<file path="config.mk">
export PLATFORM = sky130hd
export DESIGN_NAME = boron_decrypt_sequencer
export DESIGN_NICKNAME = d
export VERILOG_FILES = /design/src/rtl/boron_decrypt_sequencer.sv
export SDC_FILE = /design/constraint.sdc
export NUM_CORES = 1
export LEC_CHECK = 0
export ABC_CLOCK_PERIOD_IN_PS = 1450
export CORE_AREA = 2 2 129 131
export DETAILED_ROUTE_END_ITERATION = 6
export DIE_AREA = 0 0 131 133
export DONT_BUFFER_PORTS = 1
export PLACE_DENSITY = 0.51
export SYNTH_ARGS = -nofsm -noshare
export SYNTH_HDL_FRONTEND = slang
export SYNTH_SLANG_ARGS = --single-unit
</file>
<file path="constraint.sdc">
create_clock -name clk_i -period 1.45 [get_ports clk_i]
set_input_delay 0.2175 -clock clk_i [delete_from_list [all_inputs] [get_ports clk_i]]
set_output_delay 0.2175 -clock clk_i [all_outputs]
set_load 0.01 [all_outputs]
</file>
<file path="src/rtl/boron_decrypt_sequencer.sv">
// Iterative round controller for the BORON 64-bit block decryption path.
// Whitens the accepted ciphertext, then steps the external inverse-round datapath NROUNDS times.
//
// state   | meaning
// --------+----------------------------------------------------------
// ST_IDLE | waiting for ciphertext; rk_idx_o presents the whitening key
// ST_RUN  | one inverse round per clock; r_round counts down to 0
// ST_DONE | plaintext held on out_data_o until out_ready_i
module boron_decrypt_sequencer #(
  parameter int NROUNDS = 25,
  parameter int IDXW    = 5
) (
  input  logic            clk_i,
  input  logic            rst_ni,
  input  logic            in_valid_i,
  output logic            in_ready_o,
  input  logic [63:0]     in_data_i,
  output logic [IDXW-1:0] rk_idx_o,
  input  logic [63:0]     rk_i,
  output logic [63:0]     dp_data_o,
  input  logic [63:0]     dp_data_i,
  output logic            out_valid_o,
  input  logic            out_ready_i,
  output logic [63:0]     out_data_o,
  output logic            busy_o,
  output logic [IDXW-1:0] round_o
);

  typedef enum logic [1:0] {
    ST_IDLE = 2'd0,
    ST_RUN  = 2'd1,
    ST_DONE = 2'd2
  } state_t;

  state_t          r_fsm;
  state_t          w_fsm_nxt;
  logic [63:0]     r_state;
  logic [63:0]     w_state_nxt;
  logic [IDXW-1:0] r_round;
  logic [IDXW-1:0] w_round_nxt;

  always_ff @(posedge clk_i or negedge rst_ni) begin
    if (!rst_ni) begin
      r_fsm   <= ST_IDLE;
      r_state <= '0;
      r_round <= '0;
    end else begin
      r_fsm   <= w_fsm_nxt;
      r_state <= w_state_nxt;
      r_round <= w_round_nxt;
    end
  end

  // Handshake and key-index outputs depend only on the registered FSM/counter.
  always_comb begin
    w_fsm_nxt   = r_fsm;
    w_state_nxt = r_state;
    w_round_nxt = r_round;
    in_ready_o  = 1'b0;
    out_valid_o = 1'b0;
    busy_o      = 1'b0;
    rk_idx_o    = '0;
    case (r_fsm)
      ST_IDLE: begin
        in_ready_o = 1'b1;
        rk_idx_o   = IDXW'(NROUNDS);
        if (in_valid_i) begin
          w_state_nxt = in_data_i ^ rk_i;
          w_round_nxt = IDXW'(NROUNDS - 1);
          w_fsm_nxt   = ST_RUN;
        end
      end
      ST_RUN: begin
        busy_o      = 1'b1;
        rk_idx_o    = r_round;
        w_state_nxt = dp_data_i ^ rk_i;
        // Counter parks at zero on the final round rather than wrapping.
        if (r_round == '0) begin
          w_fsm_nxt = ST_DONE;
        end else begin
          w_round_nxt = r_round - IDXW'(1);
        end
      end
      ST_DONE: begin
        out_valid_o = 1'b1;
        if (out_ready_i) begin
          w_fsm_nxt = ST_IDLE;
        end
      end
      default: begin
        w_fsm_nxt = ST_IDLE;
      end
    endcase
  end

  assign dp_data_o  = r_state;
  assign out_data_o = r_state;
  assign round_o    = r_round;

endmodule

</file>
==> results of run 1 <==
[how the worst max path moves through the flow]
stage / startpoint / to / slack (ns) / cells after the start
after detailed placement: round_o[1] / round_o[3] / -0.10 / 3
final: r_fsm[1] / round_o[3] / -0.10 / 3
after global placement: round_o[1] / round_o[3] / -0.08 / 3
after floorplan: round_o[1] / round_o[3] / -0.09 / 3
after CTS: r_fsm[1] / round_o[3] / -0.06 / 3
after global routing: r_fsm[1] / round_o[3] / -0.15 / 3
[kinds of logic (layout without fill, tap and decap cells)]
group / count (synthesis) / in the layout
adders and majority gates: 1 / 1
xor gates and xnor gates: 64 / 64
muxes: 64 / 64
AOI/OAI and AO/OA: 77 / 77
DFF: 71 / 71
and+or+nand+nor: 84 / 84
buffers and inverters: 91 / 77
[timing repair]
action | in CTS | in global routing
pin swaps | 15 | 34
setup endpoints to repair | 20 | 79
endpoints found under the hold margin | 72 | 71
buffers inserted | 8 | 9
gates resized for setup | 36 | 143
gates cloned | 1 | 20
[registers in the layout, summed over array words and instances, names as in the netlist]
register and flops:
r_fsm 2, dp_data_o 64, round_o 5
[layer usage]
layer	vias to the layer above	global-route usage [%]
met5	-	0
met4	0	5.02
met3	21	3.92
met2	199	21.4
met1	1580	12.6
li1	1428	-
[critical path, stage by stage, from the launching register on]
cell and delay [ns]:
sky130_fd_sc_hd__dfrtp_1 0.38, sky130_fd_sc_hd__or4_4 0.54, sky130_fd_sc_hd__or2_0 0.22, sky130_fd_sc_hd__a221o_1 0.29
[final cells by class]
type	instances	area, um^2	area share, %
clock buffers	13	270	4.75
clock inverters	1	5.00	0.0880
inverters	4	18.8	0.330
multi-input cells	290	2460	43.3
flip-flops and latches	71	1780	31.3
well taps	220	275	4.84
repair buffers	59	872	15.3
[power breakdown]
part,switching [mW],internal (mW)
clock network,0.815,1.28
registers,2.19,2.97
logic,2.28,2.55
[layout by cell type, fill, tap and decap left out, drive strengths merged, types with 3 or more instances in the layout]
| cell type | count |
|---|---|
| a21oi | 3 |
| xor2 | 64 |
| nand2 | 66 |
| buf | 46 |
| nor2 | 4 |
| dfrtp | 71 |
| o21ai | 67 |
| clkbuf | 25 |
| mux2i | 64 |
| inv | 3 |
==> implementation parameters, run 1 <==
Parameter                              Value

Timing
  Share of the clock period used by the worst path after layout ... 107%
  Final count of hold timing violations ... 71
  Final Hold Slack ... -0.427 ns
  Sum Neg Setup Slack ... -2.59 ns
  Slew HR ... 76.7%
  Pins Over Slew Limit ... 0
  Achievable Freq ... 644 MHz
  Slew of the pin with the lowest slew margin ... 0.348 ns
  Time the worst path needs with I/O delays and setup ... 1.55 ns
  Final setup skew ... 0.0103 ns
  Setup repair after global routing missed its margin ... yes
  Final setup violation count ... 68
  Final setup slack of the worst path ... -0.103 ns

Place
  Setup WS pre-CTS ... -0.103 ns
  Detailed placement HPWL ... 7810 um
  Final GP Congestion ... 0.762
  Post-Place Cell Area ... 4270 um^2
  Port Buffers ... 0
  Placed Cells ... 605

Global routing
  First-pass GRT wire length ... 15900 um
  Vias in the first global route ... 3055
  Total gr overflow ... 0
  Total global-route track usage ... 11.9%
  Pin count of the biggest net entering global routing ... 72
  Initial antenna violation count ... 0

Pwr
  Total leakage power ... 2.52 nW
  Overall power of the completed layout ... 12.1 mW
  Pwr per Cell Area ... 2120 nW/um^2
  Worst voltage drop across the vdd grid ... 0.000807 V

Clocking
  Master cell of the clock root buffer ... sky130_fd_sc_hd__clkbuf_16
  Sink Count ... 71
  Number of buffers created by CTS ... 9
  Quantity of hold-fixing buffers added after cts ... 1
  H-tree depth ... 3
  Clk_lat worst skew ... 0.34 ns
  Clock tree from TritonCTS ... yes
  Maximum clock path buffer count ... 2
  Clock Pin Slew Worst Setup and Hold Paths ... 0.06 ns

Yosys
  Cell accounting for the most synthesized area ... sky130_fd_sc_hd__dfrtp_1
  Largest cells by area after synthesis ... sky130_fd_sc_hd__dfrtp_1, sky130_fd_sc_hd__mux2i_1, sky130_fd_sc_hd__xor2_1
  Synth Area in Simple Gates ... 8.20%
  Part of the Yosys area used for sequential elements ... 40.7%
  Top cell types by occurrence after synthesis ... sky130_fd_sc_hd__dfrtp_1, sky130_fd_sc_hd__buf_4, sky130_fd_sc_hd__o21ai_0
  Post-Synthesis Net Count ... 649
  Main combinational cell family by area after synthesis ... multiplexers
  Mean Syn Cell Area ... 9.66 um^2
  Fraction of synthesized area in multiplexers ... 14.7%
  Gate count of the mapped netlist ... 452
  Adder-cell share of the synthesized area ... 0.287%
  Compound-gate portion of the synthesized area ... 9.32%
  Number of warnings reported in the yosys synthesis log ... 0
  Most frequent cell after synthesis ... sky130_fd_sc_hd__dfrtp_1
  Top-area cell type share of the netlist area ... 40.7%
  Commonest register cell after synthesis ... sky130_fd_sc_hd__dfrtp_1
  #FFs+latches synth ... 71
  Share of the synthesized netlist area taken by xor and xnor gates ... 12.8%
  Async S/R FF share, synth ... 100%
  Count of flip-flops with a built-in enable after synthesis ... 0
  Unique cell type count in the Yosys netlist ... 29
  Synth Cell Area ... 4360 um^2

Routing
  Iteration-0 DRC count of the detailed router ... 93
  Detail Route Antenna Nets ... 0
  Length of routed wiring on met1 ... 5890 um
  Avg Vias per Cell ... 4.91
  Highest Signal Layer ... met4
  Total Wirelength ... 14700 um
  DR WL/cell ... 22.3 um
  Number of detailed-routing iterations run before antenna repair ... 4
  Detailed route wirelength on metal2 ... 7550 um
  Wire length on met3 ... 1030 um
  DRC ... 0
  Total via count in the routed design ... 3228

Worst setup path
  Crit-path max FO ... 2
  Launch instance of the worst register-to-register path ... r_fsm[1]
  CP required ... 1.67 ns
  Arrival time of the worst setup path ... 1.77 ns
  Category of the most critical setup path ... flop to flop
  Nature of the critical path startpoint ... flop
  R2R Setup Slk ... -0.10 ns
  Capturing element type of the critical path ... flop
  R2R depth ... 3
  RR Endpoint ... round_o[3]

Floorplanning
  Area of the core ... 16200 um^2
  Die boundary width ... 131 um
  Die H ... 133 um
  Number of cell rows ... 47
  Number of primary I/O pins ... 337
  Starting density of the core ... 27.0%
  Total Die Area ... 17400 um^2

Run status
  Violations in the final reports ... negative hold slack, negative setup slack
  Status ... finished, violations left

Final layout
  Proportion of layout cells with a drive suffix above 1 ... 34.5%
  Count of filler cells inserted in the layout ... 1588
  Fin nets ... 632
  Area overhead of the layout relative to synthesis ... 30.3%
  Post-layout instance area ... 5690 um^2
  Antenna diode count ... 0
  Core Util, Final ... 35.2%
  Post-route non-filler standard cell count ... 658

Job
  Count of maximum capacitance violations ... 0

Hold path
  Path category of the worst min-delay check ... primary input to async pin
No activity file was read; power rests on OpenSTA's default activity.
==> inputs of run 2 (changes only) <==
Settings changed: CORE_AREA 2 2 129 131 to 3 3 130 132, DIE_AREA 0 0 131 133 to 0 0 133 135.
==> run 2 against run 1 <==
Effect of this change: the flow still finishes with violations (negative hold slack, negative setup slack); die area is 3.1% higher; utilization is 0.22 points lower; largest cell class unchanged; global-route usage is 1.2 points higher; register-to-register slack worse by 0.05 ns; sequential share of layout area is 0.89 points higher; routed wire length is 3.4% higher; count of clock-buffer cells in the layout is 1 lower; via count is 0.31% higher; clock power is 5% lower; non-clock buffer count stayed put; power is 0.85% lower.
==> implementation parameters, run 2 (synthesis gave the netlist of run 1 again) <==
Parameter                              Value

Run status
  Violations in the final reports ... negative hold slack, negative setup slack
  Status ... finished, violations left

Final layout
  Count of filler cells inserted in the layout ... 1589 (+0.063%)
  Area overhead of the layout relative to synthesis ... 26.7%
  Max FFs per register ... 64 (unchanged)
  Proportion of layout cells with a drive suffix above 1 ... 34.1% (-0.38 points)
  Core Util, Final ... 34.9% (-0.22 points)
  Fin nets ... 632 (unchanged)
  Post-route non-filler standard cell count ... 657 (-0.15%)
  Leading cell types in the layout, fill and taps excluded ... sky130_fd_sc_hd__dfrtp_1, sky130_fd_sc_hd__xor2_1, sky130_fd_sc_hd__mux2i_1
  Most common library cell in the layout ignoring fill and taps ... sky130_fd_sc_hd__dfrtp_1
  Sequential cell area ... 1780 um^2 (unchanged)
  Combined area of the multi-input logic cells ... 2340 um^2 (-4.9%)

Hold path
  Path category of the worst min-delay check ... primary input to async pin

Worst setup path
  Cell-by-cell trace of the critical path ... buf_6 > buf_4 > o21bai_4 > buf_8 > buf_12 > a22oi_1 > o41ai_1
  Launch instance of the worst register-to-register path ... r_fsm[0]
  R2R depth ... 7 (+4)
  R2R Setup Slk ... -0.15 ns (-0.05 ns)
  Family of cells with the greatest summed delay on the critical path ... buffers and inverters
  Arrival time of the worst setup path ... 1.81 ns (+0.04 ns)
  Capturing element type of the critical path ... flop
  Crit path largest cell delay ... 0.51 ns (-0.03 ns)
  Crit-path max FO ... 6 (+4)
  CP required ... 1.66 ns (about the same)
  Nature of the critical path startpoint ... flop
  RR Endpoint ... round_o[1]
  Category of the most critical setup path ... flop to flop
  Slowest library cell on the worst path ... sky130_fd_sc_hd__dfrtp_4
  Crit path buffers/inverters ... 4 (+4)

Timing
  Pins Over Slew Limit ... 0 (unchanged)
  Final Hold Slack ... -0.424 ns (+0.00350 ns)
  Final setup violation count ... 74 (+8.8%)
  Slew HR ... 70.0% (-6.7 points)
  Achievable Freq ... 626 MHz (-2.9%)
  Setup repair after global routing missed its margin ... yes
  Share of the clock period used by the worst path after layout ... 110% (+3.1 points)
  Final setup skew ... 0.0106 ns (+0.000270 ns)
  Time the worst path needs with I/O delays and setup ... 1.60 ns (+0.0456 ns)
  Slew of the pin with the lowest slew margin ... 0.450 ns (+0.102 ns)
  Sum Neg Setup Slack ... -7.41 ns (-4.82 ns)
  Final count of hold timing violations ... 71 (unchanged)
  Final setup slack of the worst path ... -0.148 ns (-0.0456 ns)

Clocking
  Master cell of the clock root buffer ... sky130_fd_sc_hd__clkbuf_16
  Clock tree from TritonCTS ... yes
  Maximum clock path buffer count ... 2 (unchanged)
  Clk_lat worst skew ... 0.33 ns (about the same)
  Quantity of hold-fixing buffers added after cts ... 1 (unchanged)
  Number of buffers created by CTS ... 9 (unchanged)
  Sink Count ... 71 (unchanged)
  H-tree depth ... 3 (unchanged)
  Clock Pin Slew Worst Setup and Hold Paths ... 0.06 ns (about the same)

Floorplanning
  Die H ... 135 um (+1.5%)
  Die boundary width ... 133 um (+1.5%)
  Starting density of the core ... 27.6% (+0.59 points)
  Total Die Area ... 18000 um^2 (+3.1%)
  Number of primary I/O pins ... 337 (unchanged)
  Number of cell rows ... 46 (-2.1%)
  Area of the core ... 15800 um^2 (-2.1%)

Routing
  Avg Vias per Cell ... 4.93 (+0.46%)
  Wire length on met3 ... 1150 um (+12%)
  Total Wirelength ... 15200 um (+3.4%)
  Highest Signal Layer ... met4
  Total via count in the routed design ... 3238 (+0.31%)
  Number of detailed-routing iterations run before antenna repair ... 4 (unchanged)
  DRC ... 0 (unchanged)
  Iteration-0 DRC count of the detailed router ... 139 (+49%)
  Length of routed wiring on met1 ... 5620 um (-4.5%)
  Detail Route Antenna Nets ... 0 (unchanged)
  Detailed route wirelength on metal2 ... 8100 um (+7.3%)
  DR WL/cell ... 23.1 um (+3.6%)

Pwr
  Net switching power ... 5.36 mW (+1.4%)
  Total leakage power ... 2.55 nW (+1.2%)
  Logic pwr share ... 40.2% (+0.2 points)
  Cell-internal power ... 6.61 mW (-2.6%)
  Clk pwr share ... 16.6% (-0.7 points)
  Switching portion of total power ... 44.8% (+1.0 points)
  Pwr per Cell Area ... 2170 nW/um^2 (+2.0%)
  Sequential group share of total power ... 43.2% (+0.5 points)
  Worst voltage drop across the vdd grid ... 0.00101 V (+25%)
  Overall power of the completed layout ... 12.0 mW (-0.85%)

Global routing
  Initial antenna violation count ... 1 (+1)
  Total gr overflow ... 0 (unchanged)
  Total global-route track usage ... 13.2% (+1.2 points)
  Pin count of the biggest net entering global routing ... 72 (unchanged)
  Vias in the first global route ... 3075 (+0.65%)
  First-pass GRT wire length ... 17900 um (+13%)

Place
  Placed Cells ... 599 (-0.99%)
  Detailed placement HPWL ... 8530 um (+9.3%)
  Final GP Congestion ... 0.731 (-4.0%)
  Port Buffers ... 0 (unchanged)

Job
  Count of maximum capacitance violations ... 0 (unchanged)
-- run 2: changes by cell type in the layout (fill, tap and decap cells not counted), sizes merged --
cell | before | now
clkbuf | 25 | 23
clkinvlp | 1 | 2
clkinv | 1 | 3
diode | 0 | 1
buf | 46 | 47
-- run 2: layout make-up --
cell class	count	share of cell area (%)
antenna	1	0.0453
multi-input combinational	290	42.3
timing repair buffer	59	15.5
tap	216	4.89
clock inverter	4	0.407
sequential	71	32.2
clock buffer	12	4.28
inverter	4	0.339
-- run 2: per-stage QoR --
step | area [um^2] | worst slack (ns)
after CTS | 4830 | -0.158
after floorplan | 4370 | -0.0886
final | 5530 | -0.148
after global routing | 5530 | -0.229
after global placement | 4250 | -0.102
after detailed placement | 4250 | -0.109
-- run 2: worst max-delay path by stage --
| stage | cells after the start | from | end | slack (ns) |
|---|---|---|---|---|
| 2_1_floorplan | 3 | round_o[1] | round_o[3] | -0.09 |
| 6_report | 7 | r_fsm[0] | round_o[1] | -0.15 |
| 3_3_place_gp | 3 | round_o[1] | round_o[3] | -0.10 |
| 5_1_grt | 7 | r_fsm[0] | round_o[2] | -0.23 |
| 3_5_place_dp | 3 | round_o[1] | round_o[3] | -0.11 |
| 4_1_cts | 4 | r_fsm[0] | rk_idx_o[1] | -0.16 |
-- run 2: repair_timing --
action                                  CTS  global route
gates resized for setup                  52           127
setup buffers                            12            10
gates cloned                              4            17
endpoints found under the hold margin    72            71
endpoints found under the setup margin   18            77
pin swaps                                25            18
-- run 2: layer usage --
layer  track usage, %  vias up
li1                 -     1422
met1             14.2     1582
met2             23.3      213
met3             4.25       21
met4             6.29        0
met5                0        -
-- run 2: power by group through the flow --
stage / Combinational (mW) / Clock (mW) / Sequential [mW]
3_3_place_gp: 2.53 / 0 / 5.11
3_5_place_dp: 2.62 / 0 / 5.13
5_1_grt: 5.16 / 2.17 / 5.35
4_1_cts: 3.28 / 2.07 / 5.11
2_1_floorplan: 3.66 / 0 / 4.21
6_report: 4.81 / 1.99 / 5.18
